## config.mk

```make
export PLATFORM = sky130hd
export DESIGN_NAME = sfp_ctrl
export DESIGN_NICKNAME = d
export VERILOG_FILES = /design/src/rtl/sfp_ctrl.sv
export SDC_FILE = /design/constraint.sdc
export NUM_CORES = 1
export LEC_CHECK = 0
export BUFFER_PORTS_ARGS = -buffer_cell sky130_fd_sc_hd__buf_2
export CORE_MARGIN = 2
export CORE_UTILIZATION = 50
export DETAILED_ROUTE_END_ITERATION = 6
export PLACE_DENSITY = 0.9
export SYNTH_ARGS = -nofsm -noshare
export SYNTH_HDL_FRONTEND = slang
export SYNTH_SLANG_ARGS = --single-unit
```

## constraint.sdc

```tcl
create_clock -name clk -period 1.9 [get_ports clk]
set_input_delay 0.095 -clock clk [delete_from_list [all_inputs] [get_ports clk]]
set_output_delay 0.095 -clock clk [all_outputs]
set_load 0.05 [all_outputs]
```

## src/rtl/sfp_ctrl.sv

```systemverilog
// Sequences one output tile through the SFP stage: gates MAC psums into the
// accumulators pass by pass, then drains them to the output FIFO and clears them.
module sfp_ctrl #(
  parameter int col     = 8,
  parameter int pass_bw = 4
) (
  input  logic               clk,
  input  logic               reset,
  input  logic               start,
  input  logic [pass_bw-1:0] num_pass,
  input  logic [1:0]         act_mode,
  input  logic [1:0]         act_shift,
  input  logic [col-1:0]     mac_valid,
  input  logic               ofifo_full,
  output logic [col-1:0]     sfp_valid_in,
  output logic               acc_clr,
  output logic [col-1:0]     ofifo_wr,
  output logic               relu_en,
  output logic               lrelu_en,
  output logic [1:0]         shift,
  output logic               busy,
  output logic               done,
  output logic               dup_err
);

  typedef enum logic [2:0] {IDLE, ACCUM, SETTLE, DRAIN, CLEAR} state_t;

  state_t             state;
  logic [pass_bw-1:0] pass_cnt;
  logic [pass_bw-1:0] num_pass_q;
  logic [col-1:0]     seen;
  logic               pass_done;

  // A pass closes once every column has delivered, counting this cycle's beats.
  assign pass_done = (state == ACCUM) && (&(seen | mac_valid));

  always_ff @(posedge clk) begin
    if (reset) begin
      state      <= IDLE;
      pass_cnt   <= '0;
      num_pass_q <= '0;
      seen       <= '0;
      relu_en    <= 1'b0;
      lrelu_en   <= 1'b0;
      shift      <= 2'b00;
      dup_err    <= 1'b0;
    end else begin
      case (state)
        IDLE: begin
          if (start) begin
            num_pass_q <= (num_pass == '0) ? pass_bw'(1) : num_pass;
            relu_en    <= (act_mode == 2'b01) || (act_mode == 2'b10);
            lrelu_en   <= (act_mode == 2'b10);
            shift      <= act_shift;
            dup_err    <= 1'b0;
            pass_cnt   <= '0;
            seen       <= '0;
            state      <= ACCUM;
          end
        end
        ACCUM: begin
          if (|(mac_valid & seen)) dup_err <= 1'b1;
          if (pass_done) begin
            seen <= '0;
            if (pass_cnt == num_pass_q - pass_bw'(1)) state <= SETTLE;
            else pass_cnt <= pass_cnt + pass_bw'(1);
          end else begin
            seen <= seen | mac_valid;
          end
        end
        SETTLE: state <= DRAIN;
        DRAIN: begin
          if (!ofifo_full) state <= CLEAR;
        end
        CLEAR: begin
          pass_cnt <= '0;
          state    <= IDLE;
        end
        default: state <= IDLE;
      endcase
    end
  end

  // Duplicate beats within a pass never reach the accumulators.
  assign sfp_valid_in = (state == ACCUM) ? (mac_valid & ~seen) : '0;
  assign ofifo_wr     = ((state == DRAIN) && !ofifo_full) ? {col{1'b1}} : '0;
  assign acc_clr      = (state == CLEAR);
  assign done         = (state == CLEAR);
  assign busy         = (state != IDLE);

endmodule

```

==> metrics.md <==
| Metric | Value |
|---|---|
| Seq pwr share | 0.432 |
| Largest net degree at the start of global routing | 24 |
| Worst clock skew | 12.6 ps |
| Max cap viols | 0 |
| Post-Synthesis Cells | 157 |
| Via Count | 1,351 |
| Worst hold path type | input pin to register |
| Hold depth | 3 |
| DRC Markers | 0 |
| RSZ-0062 raised after global routing | true |
| Hold Path End | num_pass_q[2]$_SDFFE_PP0P_ |
| Vias in the first global route | 1,256 |
| Avg WL per Cell | 14.8 um |
| Routability congestion estimate | 0.875 |
| DRT Pass-1 Iters | 4 |
| CTS buffer count | 3 |
| Worst vdd ir | 0.000652 V |
| Reg clk slew, reported paths | 140 ps |
| Global Route Usage Sum | 0.220 |
| Async set or reset register ratio after synthesis | 0 |
| Share of layout cells above drive strength 1 | 0.392 |
| Bufs on Longest Clock Path | 2 |
| H-tree depth | 1 |
| Net Sw Frac | 0.385 |
| Worst Tran Pin Value | 527 ps |
| Yosys warnings | 0 |
| Fin crit share | 0.953 |
| Die X | 56.0 um |
| Die area | 3130 um2 |
| Clock network fraction of total power | 0.200 |
| Starting density of the core | 0.536 |
| Status | complete, no violations |
| Iter 0 DRT Violations | 43 |
| Placement row count | 18 |
| Overflow after GRT | 0 |
| Setup tns final | 0 ps |
| DRT Wirelength | 3330 um |
| Clk_lat worst skew | 320 ps |
| Worst reg2reg setup slack | 130 ps |
| Vias per std cell | 6.03 |
| Crit path DAT | 1720 ps |
| Post-synth EDFFs | 0 |
| Hpwl dp | 2330 um |
| Slowest cell delay on critical path | 400 ps |
| Worst r2r path cells | 6 |
| Yosys cell types | 37 |
| Worst Hold Launch | num_pass[2] |
| Synth Area per Inst | 8.61 um2 |
| Reg2reg start | num_pass_q[0]$_SDFFE_PP0P_ |
| Min Tclk post-route | 1810 ps |
| Post-synth top flop | dfxtp_1 |
| Worst-path maximum fanout | 19 |
| Final Hold Vio Count | 0 |
| Cell taking the most area after synthesis | dfxtp_1 |
| FF+latch count, synth | 24 |
| Worst setup EP type | output pin |
| First-pass GRT wire length | 5600 um |
| Post-Layout Cell Count | 224 |
| Combinational share of power | 0.368 |
| Register area share after synthesis | 0.356 |
| Cell Int Power | 841 uW |
| Startpoint types | register |
| I/O pin count | 44 |
| CP bufs+invs | 2 |
| Inst Count DP | 219 |
| Power Density | 799 nW/um2 |
| Core Area | 2520 um2 |
| Required time of the critical path | 1800 ps |
| Setup CP Type | register to output pin |
| Final layout net count | 218 |
| Slew headroom | 0.646 |
| Mapped Area | 1350 um2 |
| Clock Sinks | 24 |
| CP delay by family, top | simple AND/OR/NAND/NOR gates |
| Slowest CP cell | dfxtp_2 |
| Net switching power | 527 uW |
| Root Driver | clkbuf_4 |
| Share of Yosys cell area claimed by the top area cell type | 0.356 |
| Post-CTS Setup Bufs | 0 |
| P_leak | 0.000695 uW |
| Antenna Cells | 0 |
| Initial antenna violation count | 0 |
| F_max | 552 MHz |
| CTS tree | yes |
| Port-buffer cells | 43 |
| Layout area overhead | 26.7% |
| Crit Reg-Reg Endpoint | pass_cnt[3]$_SDFFE_PP0P_ |
| Final ANT Viol Nets | 0 |
| Final Max Slew Viols | 0 |
| Setup violators final | 0 |
| Die H | 56.0 um |
| Synth area leaders | dfxtp_1, a21oi_1, nand2_1 |
| Syn Nets | 180 |
| Critical-path cell list | or3b_1, buf_6, nor3b_2, buf_4 |
## cell type report
class                   instances  area, um2
clock buffers                   4       36.3
fillers                       203        811
inverters                       6       22.5
multi-input cells             112        835
flip-flops and latches         24        487
well taps                      30       37.5
repair buffers                 48        294
## routing by layer
metal / GRT usage / vias up / share of wire
met5: 0 / - / 0
met4: 0.0442 / 0 / 0.011
met3: 0.0465 / 6 / 0.077
met2: 0.380 / 72 / 0.49
met1: 0.283 / 635 / 0.42
li1: - / 638 / -
## kinds of logic (layout without fill, tap and decap cells)
group / after synthesis / count (layout) / synth area share
adders and majority gates: 3 / 3 / 0.0278
and+or+nand+nor: 59 / 59 / 0.243
buffers and inverters: 21 / 58 / 0.0870
muxes: 4 / 4 / 0.0296
xor gates and xnor gates: 5 / 5 / 0.0435
DFF: 24 / 24 / 0.356
AOI/OAI and AO/OA: 41 / 41 / 0.214
## sequential cells by signal, summed over array words and instances (netlist names)
signal,flops
dup_err,1
lrelu_en,1
num_pass_q,4
pass_cnt,4
relu_en,1
seen,8
shift,2
state,3
## how the worst max path moves through the flow
stage / endpoint / slack [ps] / start / cells past startpoint
after global routing: pass_cnt[3]$_SDFFE_PP0P_ / -50 / num_pass_q[0]$_SDFFE_PP0P_ / 6
after floorplan: sfp_valid_in[0] / -80 / state[2]$_SDFFE_PP0P_ / 4
final: sfp_valid_in[7] / 90 / state[2]$_SDFFE_PP0P_ / 4
after global placement: state[0]$_SDFFE_PP0P_ / 150 / num_pass_q[0]$_SDFFE_PP0P_ / 6
after CTS: sfp_valid_in[2] / 20 / state[2]$_SDFFE_PP0P_ / 4
after detailed placement: state[0]$_SDFFE_PP0P_ / 70 / num_pass_q[0]$_SDFFE_PP0P_ / 6
## cells in the mapped netlist, types with 2 or more instances
cell type   n
dfxtp_1    24
nand2_1    20
a21oi_1    17
nand3_1     9
buf_4       8
nor3b_1     8
o211ai_1    8
inv_1       6
clkbuf_1    5
nor3_1      5
a22oi_1     4
mux2i_1     4
o22ai_1     4
or2_2       4
and2_1      3
ha_1        3
xnor2_1     3
a211oi_1    2
nor2_1      2
## worst reg2reg max path, cell delays in order, from the launching register on
cell and delay, ps:
dfxtp_1 400, inv_1 80, ha_1 330, xnor2_2 200
nor3_4 90, a2111oi_2 400, mux2i_1 230
## power groups by stage
stage	combinational, uW	sequential (uW)	clock (uW)
2_1_floorplan	324	620	0
3_3_place_gp	446	593	0
3_5_place_dp	458	597	0
4_1_cts	472	587	277
5_1_grt	539	598	294
6_report	503	591	273
## placed cells by master, fill, tap and decap left out, drive strengths merged, types with 4 or more instances in the layout
master  synthesis  layout
a22oi           4       4
nor3b           9       9
dfxtp          24      24
a211oi          4       4
o211ai          8       8
buf            10      47
nand3           9       9
inv             6       6
nand2          20      20
mux2i           4       4
o22ai           4       4
nor3            6       6
clkbuf          5       4
or2             4       4
a21oi          17      17
## stage by stage
stage | hold slack, ps | util | worst slack (ps) | instance area, um2 | power, uW
after floorplan | 231 | - | -85.0 | 1410 | 944
after global placement | 339 | 0.632 | 151 | 1590 | 1040
after detailed placement | 352 | 0.632 | 66.7 | 1590 | 1060
after CTS | 7.70 | 0.657 | 15.6 | 1660 | 1340
after global routing | 14.4 | 0.679 | -50.7 | 1710 | 1430
final | 21.3 | 0.679 | 88.5 | 1710 | 1370
## timing repair
action | in CTS | in global routing
hold buffers | 0 | 1
setup endpoints to repair | 8 | 11
pin swaps | 0 | 1
endpoints found under the hold margin | 0 | 1
gates resized for setup | 11 | 11
(Power assumes the default switching activity.)
